### config.mk
export PLATFORM = sky130hd
export DESIGN_NAME = pipeline_skid_barrier
export DESIGN_NICKNAME = d
export VERILOG_FILES = /design/src/rtl/pipeline_skid_barrier.sv
export SDC_FILE = /design/constraint.sdc
export NUM_CORES = 1
export LEC_CHECK = 0
export BUFFER_PORTS_ARGS = -buffer_cell sky130_fd_sc_hd__clkbuf_2
export CAP_MARGIN = 10
export CORE_MARGIN = 4
export CORE_UTILIZATION = 25
export CTS_CLUSTER_SIZE = 20
export DETAILED_ROUTE_END_ITERATION = 7
export PLACE_DENSITY_LB_ADDON = 0.08
export SLEW_MARGIN = 20
export SYNTH_ARGS = -nofsm -noshare
export SYNTH_HDL_FRONTEND = slang
export SYNTH_SLANG_ARGS = --single-unit
### constraint.sdc
create_clock -name clk -period 2.4 [get_ports clk]
set_clock_uncertainty 0.15 [all_clocks]
set_input_delay 0.48 -clock clk [delete_from_list [all_inputs] [get_ports clk]]
set_output_delay 0.48 -clock clk [all_outputs]
set_load 0.02 [all_outputs]
### src/rtl/pipeline_skid_barrier.sv
// pipeline_skid_barrier: valid/ready pipeline stage with optional skid entry, flush and saturating stall counter.
// SKID=1 gives a registered inReady (two entries); SKID=0 gives a single entry with inReady passed through from outReady.
module pipeline_skid_barrier #(
    parameter int WIDTH = 32,
    parameter int SKID  = 1,
    parameter int CNT_W = 16
) (
    input  logic             clk,
    input  logic             resetN,
    input  logic             inValid,
    output logic             inReady,
    input  logic [WIDTH-1:0] inData,
    output logic             outValid,
    input  logic             outReady,
    output logic [WIDTH-1:0] outData,
    input  logic             flush,
    output logic [1:0]       occupancy,
    output logic [CNT_W-1:0] stallCount
);
    typedef enum logic [1:0] {EMPTY = 2'd0, ONE = 2'd1, TWO = 2'd2} state_t;
    state_t state;
    logic [WIDTH-1:0] main_q, skid_q;
    logic in_xfer, out_xfer;
    assign inReady   = (SKID != 0) ? (state != TWO) : ((state == EMPTY) || outReady);
    assign outValid  = state != EMPTY;
    assign occupancy = state;
    assign outData   = main_q;
    assign in_xfer   = inValid && inReady;
    assign out_xfer  = outValid && outReady;
    always_ff @(posedge clk or negedge resetN) begin
        if (!resetN) begin
            state      <= EMPTY;
            main_q     <= '0;
            skid_q     <= '0;
            stallCount <= '0;
        end else begin
            if (outValid && !outReady && stallCount != '1)
                stallCount <= stallCount + 1'b1;
            // flush wins over every transition and leaves the data registers alone
            if (flush)
                state <= EMPTY;
            else
                case (state)
                    EMPTY: if (in_xfer) begin
                        state  <= ONE;
                        main_q <= inData;
                    end
                    ONE: if (in_xfer && out_xfer)
                        main_q <= inData;
                    else if (in_xfer) begin
                        state  <= TWO;
                        skid_q <= inData;
                    end else if (out_xfer)
                        state <= EMPTY;
                    TWO: if (out_xfer) begin
                        state  <= ONE;
                        main_q <= skid_q;
                    end
                    default: state <= EMPTY;
                endcase
        end
    end
endmodule

==> flow_metrics.env <==
export IMPL_dr_first_iter_drc_count=45
export IMPL_ys_ff_latch=82
export IMPL_timing_final_crit_period_ns=2.026
export IMPL_routed_via_density=4.399
export IMPL_power_frac_comb_pct=21.5
export IMPL_drc=0
export IMPL_p_sw_w=0.001215
export IMPL_holdWs_ns=0.2397
export IMPL_yosysSeqAreaShare_pct=55.46
export IMPL_antennaDiodeCount=0
export IMPL_die_area_um2=16810
export IMPL_arrival_ns=2.10
export IMPL_postSynthCellCount=256
export IMPL_htreeDepth=3
export IMPL_antenna_found_initial=0
export IMPL_grt_use_total_pct=10.72
export IMPL_max_slew_margin_pct=69.34
export IMPL_cp_required_ns=2.47
export IMPL_wire_per_inst_um=15.57
export IMPL_mostFrequentLayoutCell="mux2_2"
export IMPL_ff_latch_area_um2=2052
export IMPL_core_um2=14530
export IMPL_cts_resized=0
export IMPL_grt_pass1_wl_mm=13.63
export IMPL_final_hold_violation_count=0
export IMPL_cts_root_buf="clkbuf_16"
export IMPL_crit_fanout=5
export IMPL_fill_cells=1501
export IMPL_vias=2380
export IMPL_clock_latency_ns=0.34
export IMPL_die_w_um=129.7
export IMPL_yosys_warnings=0
export IMPL_clkPwrFrac_pct=33.1
export IMPL_synth_cell_types=33
export IMPL_cts_tree="yes"
export IMPL_gp_congestion=0.6867
export IMPL_p_int_w=0.003000
export IMPL_area_growth_pct=28.34
export IMPL_clock_fmax_mhz=493.6
export IMPL_dp_hpwl_mm=5.689
export IMPL_ant_nets=0
export IMPL_status="finished, final reports clean"
export IMPL_nNetsFinal=390
export IMPL_multi_input_area_um2=1608
export IMPL_worstHoldPathType="input pin to flop"
export IMPL_pwr_share_seq_pct=45.4
export IMPL_grt_pass1_vias=2538
export IMPL_endpoint_kind="flop"
export IMPL_p_sw_share_pct=28.82
export IMPL_worstSetupPathType="flop to flop"
export IMPL_die_h_um=129.7
export IMPL_start_kind="flop"
export IMPL_routed_wl_mm=8.423
export IMPL_fin_tns_setup_ns=0
export IMPL_layout_common_cells="96 x mux2_2, 87 x clkbuf_2, 82 x dfrtp_1, 9 x xor2_1, 9 x clkbuf_16"
export IMPL_final_layout_size_suffix_gt1_share_pct=60.50
export IMPL_cap_violations=0
export IMPL_clk_pin_slew_ns=0.06
export IMPL_netlist_area_um2=3700
export IMPL_ios=89
export IMPL_worst_pin_slew_ns=0.4557
export IMPL_setup_viol=0
export IMPL_fin_crit_sh_pct=84.42
export IMPL_irDropWorstVdd_mv=0.3947
export IMPL_placement_rows=44
export IMPL_drtPass1Iterations=4
export IMPL_p_per_area_nw_per_um2=887.6
export IMPL_initial_core_util_pct=25.46
export IMPL_syn_num_nets=294
export IMPL_grt_ovfl_total=0
export IMPL_grt_max_degree=36
export IMPL_synth_area_per_cell_um2=14.45
export IMPL_numCtsBuffers=9
export IMPL_fin_total_pwr_w=0.004215
export IMPL_leakage_nw=2.169
export IMPL_port_buffers=88
export IMPL_numClockSinks=82
export IMPL_drv_slew=0
export IMPL_ctsLongestPathBuffers=2
export IMPL_rsz0062_at_grt="false"
[flip-flops by register name, summed over array words and instances (netlist names)]
name / count
occupancy: 2
outData: 32
stallCount: 16
skid_q: 32
[worst paths after layout]
kind                       slack [ns]          start  cells after the start       endpoint
max                              0.37  stallCount[0]                      5  stallCount[2]
min in group asynchronous        0.44         resetN                      2      skid_q[6]
max in group asynchronous        1.00         resetN                      3     skid_q[23]
min reg2reg                      0.35      skid_q[5]                      1      skid_q[5]
min                              0.24      inData[6]                      2      skid_q[6]
max reg2reg                      0.37  stallCount[0]                      5  stallCount[2]
[through the flow]
stage	area (um^2)	setup slack [ns]	cells	util (%)
floorplan	3700	0.3477	256	-
global placement	4439	0.3479	524	30.54
detailed placement	4439	0.3290	524	30.54
CTS	4748	0.3517	541	32.67
global route	4748	0.2589	541	32.67
finish	4748	0.3740	541	32.67
[power by group through the flow]
stage	combinational, W	clock, W	sequential, W
4_1_cts	0.000930	0.00147	0.00192
2_1_floorplan	0.000398	0	0.00209
6_report	0.000907	0.00139	0.00191
5_1_grt	0.000993	0.00153	0.00196
3_3_place_gp	0.000921	0	0.00193
3_5_place_dp	0.000927	0	0.00194
[critical path, stage by stage (launching register included)]
cell and delay (ns):
dfrtp_1 0.43, ha_1 0.19, nand3_1 0.21, or4_4 0.60, and3_1 0.21, xor2_1 0.13
[area by class of cell]
type,instances,share of cell area (%)
clock inverter,2,0.7378
tap,184,4.848
multi-input combinational,161,33.86
clock buffer,14,5.560
sequential,82,43.21
timing repair buffer,95,11.54
inverter,3,0.2372
[cell usage after synthesis (all sizes together)]
library cell / count / area [um^2]
nor3: 5 / 25.02
or2: 1 / 6.260
nand2: 6 / 22.52
buf: 10 / 50.05
inv: 3 / 11.26
nand2b: 1 / 6.260
and3: 2 / 12.51
o21bai: 1 / 7.510
nand3: 4 / 20.02
xor2: 9 / 78.83
or4: 1 / 11.26
nor2b: 2 / 12.51
o21ba: 1 / 10.01
nor4b: 1 / 15.01
nor3b: 2 / 20.02
o21a: 1 / 7.510
nor4: 2 / 12.51
nand3b: 1 / 7.510
o22a: 1 / 8.760
o41ai: 1 / 27.53
ha: 1 / 12.51
dfrtp: 82 / 2052
mux2: 97 / 1096
a21oi: 3 / 18.77
or3: 1 / 11.26
nor2: 5 / 18.77
xnor2: 6 / 52.55
nand4: 6 / 65.06
[kinds of logic after synthesis]
| logic type | synth area share [%] |
|---|---|
| AO/OA/AOI/OAI | 2.165 |
| XOR/XNOR | 3.551 |
| adder cells (fa/ha/maj) | 0.3381 |
| buffers and inverters | 1.657 |
| flip-flops | 55.46 |
| multiplexers | 29.62 |
| AND/OR/NAND/NOR | 7.203 |
[layer usage]
layer / track usage (%) / wire [um] / vias to the layer above
li1: - / - / 1118
met1: 14.17 / 4039 / 1186
met2: 16.17 / 3743 / 63
met3: 2.927 / 467 / 13
met4: 5.318 / 174 / 0
met5: 0 / 0 / -
[repair_timing]
item	in CTS	in global routing
endpoints found under the hold margin	21	0
hold buffers	1	0
setup buffers	0	0
Power figures use the tool's default switching activity.
